==> src/rtl/duty_command_parser.sv <==
// duty_command_parser
//   Decodes ASCII line commands of the form "D<ch><decimal value><CR|LF>"
//   arriving from a UART receiver. Each command writes one registered duty
//   value (clamped to MAX_DUTY) for the PWM channel bank. Every line gets one
//   outcome: a cmd_ok pulse on commit or a cmd_err pulse on rejection. An
//   inter-byte timeout abandons lines that stall part-way through.
//
// Ports
//   clk         system clock
//   reset       asynchronous, active-high reset
//   uart_data   received byte, valid when data_ready=1
//   data_ready  one byte is consumed on every cycle this is high
//   duty_flat   channel k at bits [k*DUTY_W +: DUTY_W]
//   cmd_ok      one-cycle pulse when a command is committed
//   cmd_err     one-cycle pulse when a line is rejected or times out
//   busy        high whenever the parser is in the middle of a line
module duty_command_parser #(
  parameter int NUM_CH      = 4,
  parameter int DUTY_W      = 8,
  parameter int MAX_DUTY    = 100,
  parameter int MAX_DIGITS  = 3,
  parameter int TIMEOUT_CYC = 1000000
) (
  input  logic                     clk,
  input  logic                     reset,
  input  logic [7:0]               uart_data,
  input  logic                     data_ready,
  output logic [NUM_CH*DUTY_W-1:0] duty_flat,
  output logic                     cmd_ok,
  output logic                     cmd_err,
  output logic                     busy
);

  localparam logic [1:0] IDLE    = 2'd0;
  localparam logic [1:0] CHAN    = 2'd1;
  localparam logic [1:0] VAL     = 2'd2;
  localparam logic [1:0] DISCARD = 2'd3;

  // Four bits per decimal digit always holds 10^MAX_DIGITS - 1.
  localparam int ACC_W = 4 * MAX_DIGITS;
  localparam int CNT_W = 3;

  logic [1:0]        state_reg, state_next;
  logic [ACC_W-1:0]  acc_reg, acc_next;
  logic [CNT_W-1:0]  count_reg, count_next;
  logic [3:0]        ch_reg, ch_next;
  logic              ok_next, err_next;
  logic              wr_en;
  logic [DUTY_W-1:0] wr_value;
  logic              timeout_hit;

  // Byte classification
  logic       is_term, is_digit, is_cmd, chan_ok, count_room;
  logic [3:0] digit;
  logic [31:0] acc_wide;

  assign is_term    = (uart_data == 8'h0D) || (uart_data == 8'h0A);
  assign is_digit   = (uart_data >= 8'h30) && (uart_data <= 8'h39);
  assign is_cmd     = (uart_data == 8'h44) || (uart_data == 8'h64);
  // ASCII digits 0x30..0x39 carry their value in the low nibble.
  assign digit      = uart_data[3:0];
  assign chan_ok    = is_digit && (int'(digit) < NUM_CH);
  assign count_room = int'(count_reg) < MAX_DIGITS;

  // Clamp is evaluated on the full accumulator, before any truncation.
  assign acc_wide = 32'(acc_reg);
  assign wr_value = (acc_wide > 32'(MAX_DUTY)) ? DUTY_W'(MAX_DUTY) : DUTY_W'(acc_reg);

  always_comb begin
    state_next = state_reg;
    acc_next   = acc_reg;
    count_next = count_reg;
    ch_next    = ch_reg;
    ok_next    = 1'b0;
    err_next   = 1'b0;
    wr_en      = 1'b0;
    if (data_ready) begin
      // A byte always takes priority over a timeout on the same cycle.
      case (state_reg)
        IDLE: begin
          if (is_cmd) begin
            state_next = CHAN;
          end else if (!is_term) begin
            state_next = DISCARD;
            err_next   = 1'b1;
          end
        end
        CHAN: begin
          if (chan_ok) begin
            ch_next    = digit;
            acc_next   = '0;
            count_next = '0;
            state_next = VAL;
          end else begin
            err_next   = 1'b1;
            state_next = is_term ? IDLE : DISCARD;
          end
        end
        VAL: begin
          if (is_digit) begin
            if (count_room) begin
              acc_next   = acc_reg * ACC_W'(10) + ACC_W'(digit);
              count_next = count_reg + 1'b1;
            end else begin
              err_next   = 1'b1;
              state_next = DISCARD;
            end
          end else if (is_term) begin
            state_next = IDLE;
            if (count_reg == '0) begin
              err_next = 1'b1;
            end else begin
              ok_next = 1'b1;
              wr_en   = 1'b1;
            end
          end else begin
            err_next   = 1'b1;
            state_next = DISCARD;
          end
        end
        DISCARD: begin
          if (is_term) state_next = IDLE;
        end
        default: state_next = IDLE;
      endcase
    end else if (timeout_hit) begin
      state_next = IDLE;
      // A line already being discarded has had its error reported.
      err_next   = (state_reg == CHAN) || (state_reg == VAL);
    end
  end

  always_ff @(posedge clk or posedge reset) begin
    if (reset) begin
      state_reg <= IDLE;
      acc_reg   <= '0;
      count_reg <= '0;
      ch_reg    <= '0;
      cmd_ok    <= 1'b0;
      cmd_err   <= 1'b0;
    end else begin
      state_reg <= state_next;
      acc_reg   <= acc_next;
      count_reg <= count_next;
      ch_reg    <= ch_next;
      cmd_ok    <= ok_next;
      cmd_err   <= err_next;
    end
  end

  assign busy = (state_reg != IDLE);

  // One register per channel; only the addressed channel is ever written.
  genvar gi;
  generate
    for (gi = 0; gi < NUM_CH; gi++) begin : g_ch
      logic [DUTY_W-1:0] duty_reg;
      always_ff @(posedge clk or posedge reset) begin
        if (reset) begin
          duty_reg <= '0;
        end else if (wr_en && (ch_reg == 4'(gi))) begin
          duty_reg <= wr_value;
        end
      end
      assign duty_flat[gi*DUTY_W +: DUTY_W] = duty_reg;
    end
  endgenerate

  // Inter-byte timer: counts idle cycles mid-line. It fires on the cycle
  // that would be the TIMEOUT_CYC-th consecutive idle cycle.
  generate
    if (TIMEOUT_CYC > 0) begin : g_timer
      localparam int TMR_W = (TIMEOUT_CYC > 1) ? $clog2(TIMEOUT_CYC) : 1;
      logic [TMR_W-1:0] timer_reg;

      assign timeout_hit = !data_ready && (state_reg != IDLE) &&
                           (timer_reg == TMR_W'(TIMEOUT_CYC - 1));

      always_ff @(posedge clk or posedge reset) begin
        if (reset) begin
          timer_reg <= '0;
        end else if (data_ready || (state_reg == IDLE) || timeout_hit) begin
          timer_reg <= '0;
        end else begin
          timer_reg <= timer_reg + 1'b1;
        end
      end
    end else begin : g_no_timer
      assign timeout_hit = 1'b0;
    end
  endgenerate

endmodule

==> config.mk <==
export PLATFORM = sky130hd
export DESIGN_NAME = duty_command_parser
export DESIGN_NICKNAME = d
export VERILOG_FILES = /design/src/rtl/duty_command_parser.sv
export SDC_FILE = /design/constraint.sdc
export NUM_CORES = 1
export LEC_CHECK = 0
export ABC_AREA = 1
export BUFFER_PORTS_ARGS = -buffer_cell sky130_fd_sc_hd__buf_2
export CAP_MARGIN = 5
export CORE_MARGIN = 2
export CORE_UTILIZATION = 30
export CTS_CLUSTER_DIAMETER = 50
export DETAILED_ROUTE_END_ITERATION = 8
export SYNTH_ARGS = -nofsm -noshare
export SYNTH_HDL_FRONTEND = slang
export SYNTH_SLANG_ARGS = --single-unit
==> constraint.sdc <==
create_clock -name clk -period 4.6 [get_ports clk]
set_input_delay 0.23 -clock clk [delete_from_list [all_inputs] [get_ports clk]]
set_output_delay 0.23 -clock clk [all_outputs]
set_load 0.05 [all_outputs]
==> metrics, run 1 <==
status=completed; Via density=4.63; CP Class=reg -> reg; Root Driver=clkbuf_16; Worst EP arrival=approximately 2.8 ns; Post-Syn Area=about 4400 sq um; postcts setup bufs=0; clock power share=0.307; gr ovfl total=0; Max clock buf depth=2; Crit path required time=4.88 ns; Crit Path Max Fanout=5; final critical-path required period=around 2.5 ns; hpwl dp=between 7 and 8 mm; Pleak=~2.7 nW; area delta synth->final=17.5%; FMAX=396 MHz; Layout Utilization=0.358; Vias=about 3,600; Pint=around 1.6 mW; Worst-Skew Late Latency=0.34 ns; hold buffer count at CTS=0; share of post-route cells with drive strength above 1=0.170; post-synthesis sequential area ratio=0.425; cells after synthesis=about 540; Final Instance Area=between 5000 and 6000 sq um; H-tree levels=3; Slew Limit Headroom=0.268; Clock transition at path regs=around 0.06 ns; Final Hold Fails=0; Avg WL per Cell=approximately 12 microns; Die H=125 microns; row cnt=44; power per cell area=515 nW/um^2; Initial Util=0.305; cell area after placement=~4800 sq um; Worst VDD drop=roughly 0.00018 V; antenna violations before repair=1; Flop pwr share=0.299; GP Congestion=0.884; max-capacitance violation count=0; Overall Global Routing Usage=0.131; met3 usage=0.0270; GRT busiest layer=met2; smallest hold slack=0.181 ns; Remaining DRCs=0; vias in the first global route=about 3,600; worst slew pin tran=roughly 1.1 ns; Post-synth ARST share=1.00; largest net degree at the start of global routing=53; EDFF count, synth=0; Comb pwr share=0.394; Tightest Hold Check Type=in -> async; Pins Over Slew Limit=0; DRT Pass-1 Iters=4; met1 GRT Util=0.170; Net Sw Frac=0.397; cts repair resizes=0; Avg Cell Area, Syn=8.13 sq um; Port Buffer Count=45; initial drt markers=around 210; clk sinks=75; Psw=1.06 mW; first-pass GRT wire length=around 17 mm; final WL=~9.8 mm; Primary FF master, synth=dfrtp_1; max reg flops=32; Syn Nets=slightly below 600; TritonCTS clock tree=built; critical path endpoint category=flip-flop; IO Pins=46; post-synthesis cell type count=44; Final Cycle Share=0.550; unrepaired setup endpoints after global routing=no; clock skew=roughly 0.009 ns; DIE WIDTH=~130 microns; launch point of the worst path=acc_reg[1]$_DFFE_PP0P_; fin nets=between 600 and 700; Final ANT Viol Nets=0; Yosys warning count=0; GRT met2 Usage=0.215; R2R Path Start=acc_reg[1]$_DFFE_PP0P_; synthesized flop and latch total=75; setup TNS=0 ns; Final setup viols=0; CP Launch Type=flip-flop; Num CTS Buffers=9; core area=14,500 sq um; die area=15,700 sq um
## power groups by stage
stage	Sequential [mW]	Clock (mW)	Combinational, mW
floorplan	0.810	0	0.823
global placement	0.808	0	1.03
detailed placement	0.812	0	1.04
CTS	0.801	0.836	1.05
global route	0.810	0.870	1.21
finish	0.801	0.820	1.05
## synthesized netlist by cell type, types with 2 or more instances
library cell    n  area share
a21boi_0        2      0.0034
a21oi_1        10       0.011
and2_1          2      0.0028
buf_6           3      0.0076
dfrtp_1        75        0.42
fa_1            2      0.0091
ha_1           25       0.071
inv_1          68       0.058
inv_2           2      0.0017
nand2_1       137        0.12
nand2_2         4      0.0057
nand3_1        58       0.066
nand3_2         3      0.0068
nand3_4         2      0.0079
nand4_1        12       0.017
nor2_1         53       0.045
nor2_2          2      0.0028
nor3_1         13       0.015
nor3_4          3       0.011
nor3b_1         2      0.0034
nor3b_2         2      0.0057
nor4_1          3      0.0042
o21a_1          2      0.0034
o21ai_0        12       0.014
o21ai_1         3      0.0034
o21ai_2        15       0.030
o22ai_1         3      0.0042
xnor2_1         4      0.0079
xor2_1          6       0.012
## cell usage in the layout (no fill, tap or decap), drive strengths merged
cell type | netlist | routed
o21a | 3 | 3
xor2 | 6 | 6
xnor2 | 4 | 4
fa | 2 | 2
nor3 | 16 | 16
a22o | 1 | 1
diode | 0 | 1
a21o | 1 | 1
ha | 25 | 25
a21oi | 11 | 11
o211ai | 1 | 1
nor2 | 56 | 56
clkinv | 0 | 3
o21ai | 30 | 30
nand2b | 1 | 1
bufinv | 0 | 3
o21bai | 1 | 1
a31oi | 1 | 1
nor3b | 4 | 4
a21boi | 3 | 3
dfrtp | 75 | 75
buf | 4 | 46
nor4 | 4 | 4
nand4 | 12 | 12
o22ai | 4 | 4
nand3 | 63 | 63
and2 | 2 | 2
clkbuf | 1 | 9
inv | 71 | 72
nand2 | 141 | 141
## through the flow
step / instances / power [mW] / worst slack, ns
after floorplan: 543 / 1.63 / 2.31
after global placement: 768 / 1.84 / 2.20
after detailed placement: 768 / 1.86 / 2.09
after CTS: 784 / 2.69 / 2.08
after global routing: 785 / 2.89 / 1.86
final: 785 / 2.67 / 2.07
## final cells by class
type,count,area (sq um)
timing repair buffer,46,233
clock buffer,9,225
antenna,1,2.50
inverter,71,269
sequential,75,1880
tap,184,230
multi-input combinational,392,2230
fill,1472,9290
clock inverter,7,125
## routing by layer
layer / wire length, microns / vias up / share of wire
met5: 0 / - / 0
met4: 142 / 0 / 0.014
met3: 339 / 10 / 0.035
met2: 4470 / 67 / 0.46
met1: 4860 / 1676 / 0.50
li1: - / 1882 / -
## critical path: stages, from the launching register on
cell     delay [ns]
dfrtp_1        0.44
ha_1           0.32
ha_1           0.24
fa_1           0.53
nand2_1        0.06
inv_1          0.06
nand2_1        0.05
nor2_1         0.18
nand3_1        0.14
nor2_1         0.16
nand3_1        0.10
nand2_1        0.06
nand3_1        0.06
nand2_1        0.07
## path summary, 6_finish.rpt
| check | endpoint | slack, ns | cells after the start |
|---|---|---|---|
| hold reg to reg | g_ch[3].duty_reg[4]$_DFFE_PP0P_ | 0.47 | 2 |
| min in group clk | ch_reg[0]$_DFFE_PP0P_ | 0.19 | 3 |
| hold / removal | g_timer.timer_reg[12]$_DFF_PP0_ | 0.18 | 2 |
| max in group asynchronous | ch_reg[1]$_DFFE_PP0P_ | 3.48 | 3 |
| setup / recovery | acc_reg[11]$_DFFE_PP0P_ | 2.07 | 13 |
| setup reg to reg | acc_reg[11]$_DFFE_PP0P_ | 2.07 | 13 |
## logic make-up after synthesis
logic type,Yosys count,synth area share
buffers and inverters,76,0.0711
adders and majority gates,27,0.0799
DFF,75,0.425
xor gates and xnor gates,10,0.0198
AOI/OAI and AO/OA,56,0.0861
and+or+nand+nor,299,0.318
No activity file was read; power rests on OpenSTA's default activity.
==> run 2: changes to the inputs <==
==> constraint.sdc (replaced) <==
create_clock -name clk -period 2.2 [get_ports clk]
set_input_delay 0.11 -clock clk [delete_from_list [all_inputs] [get_ports clk]]
set_output_delay 0.11 -clock clk [all_outputs]
set_load 0.05 [all_outputs]
==> run 2 against run 1 <==
Compared with the run above: the run now ends with setup timing left; maximum frequency grew 15%; cell area grew 4.6%; core utilization grew 1.6 points; register-to-register slack got worse by 2.1 ns; power rose by 120%; sequential cell count unchanged; non-clock buffer count is 21 higher; sequential power up 110%; sequential share of layout area is 1.6 points lower; critical path depth stayed put.
==> metrics, run 2 (synthesized netlist as in run 1, its figures left out) <==
Slew Limit Headroom=0.562 (was 0.268); GP Congestion=0.854 (was 0.884); most frequent cells in the layout=nand2_1 (129), dfrtp_1 (74), inv_1 (66) (was nand2_1 (137), dfrtp_1 (75), inv_1 (67)); Initial Util=0.305 (unchanged); met3 usage=0.0278 (was 0.0270); Crit Path Max Fanout=3 (was 5); Worst R2R Setup Slack=-0.004 ns (was 2.07 ns); hpwl dp=7.86 mm (was 7.60 mm); Overall Global Routing Usage=0.132 (was 0.131); Max clock buf depth=2 (unchanged); max-capacitance violation count=0 (unchanged); max reg flops=32 (unchanged); Clock transition at path regs=0.06 ns (about the same); FMAX=454 MHz (was 396 MHz); DRT Pass-1 Iters=6 (was 4); Final Hold Fails=0 (unchanged); worst slew pin tran=0.652 ns (was 1.10 ns); largest net degree at the start of global routing=32 (was 53); GRT met2 Usage=0.209 (was 0.215); Final Cycle Share=1.00 (was 0.550); core area=14,500 sq um (unchanged); CP Class=reg -> reg (unchanged); share of post-route cells with drive strength above 1=0.238 (was 0.170); first-pass GRT wire length=17.2 mm (was 17.0 mm); initial drt markers=285 (was 208); Die H=125 microns (unchanged); H-tree levels=3 (unchanged); post-place setup slack=-0.0617 ns (was 2.09 ns); CP Launch Type=flip-flop (unchanged); Port Buffer Count=45 (unchanged); Multi-input gate area=2360 sq um (was 2230 sq um); Avg WL per Cell=12.7 microns (was 12.5 microns); Reg area=1880 sq um (about the same); final critical-path required period=2.20 ns (was 2.53 ns); Pleak=2.72 nW (was 2.66 nW); TritonCTS clock tree=built (unchanged); Vias=3,799 (was 3,635); DIE WIDTH=125 microns (unchanged); Pins Over Slew Limit=0 (unchanged); Final ANT Viol Nets=0 (unchanged); antenna violations before repair=0 (was 1); clk sinks=75 (unchanged); status=finished, violations left (was completed); IO Pins=46 (unchanged); Worst-Skew Late Latency=0.34 ns (about the same); Worst VDD drop=0.000392 V (was 0.000184 V); final WL=10.2 mm (was 9.81 mm); Root Driver=clkbuf_16 (unchanged); Layout Utilization=0.375 (was 0.358); die area=15,700 sq um (unchanged); critical path endpoint category=flip-flop (unchanged); gr ovfl total=0 (unchanged); n_diodes=0 (was 1); Num CTS Buffers=9 (unchanged); vias in the first global route=3,677 (was 3,633); area delta synth->final=22.8% (was 17.5%); violated checks=setup timing; clock skew=0.00750 ns (was 0.00904 ns); Tightest Hold Check Type=in -> reg (was in -> async); Worst EP arrival=2.48 ns (was 2.81 ns); fin nets=654 (was 633); unrepaired setup endpoints after global routing=yes (was no); setup ws final=-0.00411 ns (was 2.07 ns); row cnt=44 (unchanged); Remaining DRCs=0 (unchanged); commonest non-fill, non-tap cell in the layout=nand2_1 (unchanged); Final setup viols=1 (was 0); fillcell total=1,423 (was 1,472); met1 GRT Util=0.182 (was 0.170); Via density=4.72 (was 4.63); Crit path required time=2.48 ns (was 4.88 ns); GRT busiest layer=met2 (unchanged); power per cell area=1070 nW/um^2 (was 515 nW/um^2)
-- run 2: final cells by class --
cell class	count	share of cell area
Clock buffer	9	0.0415
Sequential cell	75	0.346
Inverter	71	0.0496
Timing Repair Buffer	67	0.0747
Tap cell	184	0.0424
Multi-Input combinational cell	392	0.435
Clock inverter	7	0.0108
-- run 2: power by group --
group	internal (mW)	total, mW	switching [mW]
Sequential	1.53	1.67	0.146
Clock	0.781	1.39	0.610
Combinational	1.06	2.75	1.69
Total	3.37	5.82	2.45
-- run 2: critical path, stage by stage, from the launching register on --
cell and delay (ns):
dfrtp_1 0.41, ha_4 0.26, ha_4 0.16, fa_2 0.55
nand2_2 0.05, inv_2 0.06, nand2_2 0.06, nor2_4 0.12
nand3_2 0.10, nor2_2 0.10, nand3_1 0.07, nand2_1 0.06
nand3_1 0.06, nand2_1 0.07
-- run 2: repair_timing --
action | CTS | global route
resized for setup | 6 | 19
endpoints found under the setup margin | 1 | 5
buffers inserted | 0 | 5
endpoints found under the hold margin | 20 | 0
pin swaps | 4 | 13
hold buffers | 1 | 0
-- run 2: final timing paths --
path,from,endpoint,cells after the start
worst max-delay path,acc_reg[3]$_DFFE_PP0P_,acc_reg[11]$_DFFE_PP0P_,13
worst min-delay path,uart_data[0],ch_reg[0]$_DFFE_PP0P_,3
worst max register to register,acc_reg[3]$_DFFE_PP0P_,acc_reg[11]$_DFFE_PP0P_,13
worst min register to register,g_ch[1].duty_reg[6]$_DFFE_PP0P_,g_ch[1].duty_reg[6]$_DFFE_PP0P_,2
max in group asynchronous,reset,g_ch[3].duty_reg[4]$_DFFE_PP0P_,4
min in group asynchronous,reset,g_timer.timer_reg[14]$_DFF_PP0_,3
-- run 2: metal layers --
layer	wire length [microns]	share of wire
met5	0	0
met4	93	0.0091
met3	351	0.034
met2	4790	0.47
met1	4950	0.49
-- run 2: through the flow --
stage               std cells  area, sq um  hold WS [ns]  power (mW)  setup TNS, ns
detailed placement        783         4970         0.179        4.08        -0.0617
global route              805         5430        0.0845        6.29         -0.437
finish                    805         5430        0.0639        5.82       -0.00411
global placement          783         4970         0.173        4.04        -0.0142
CTS                       800         5290        0.0490        5.56        -0.0287
floorplan                 543         4430         0.231        3.45        -0.0129
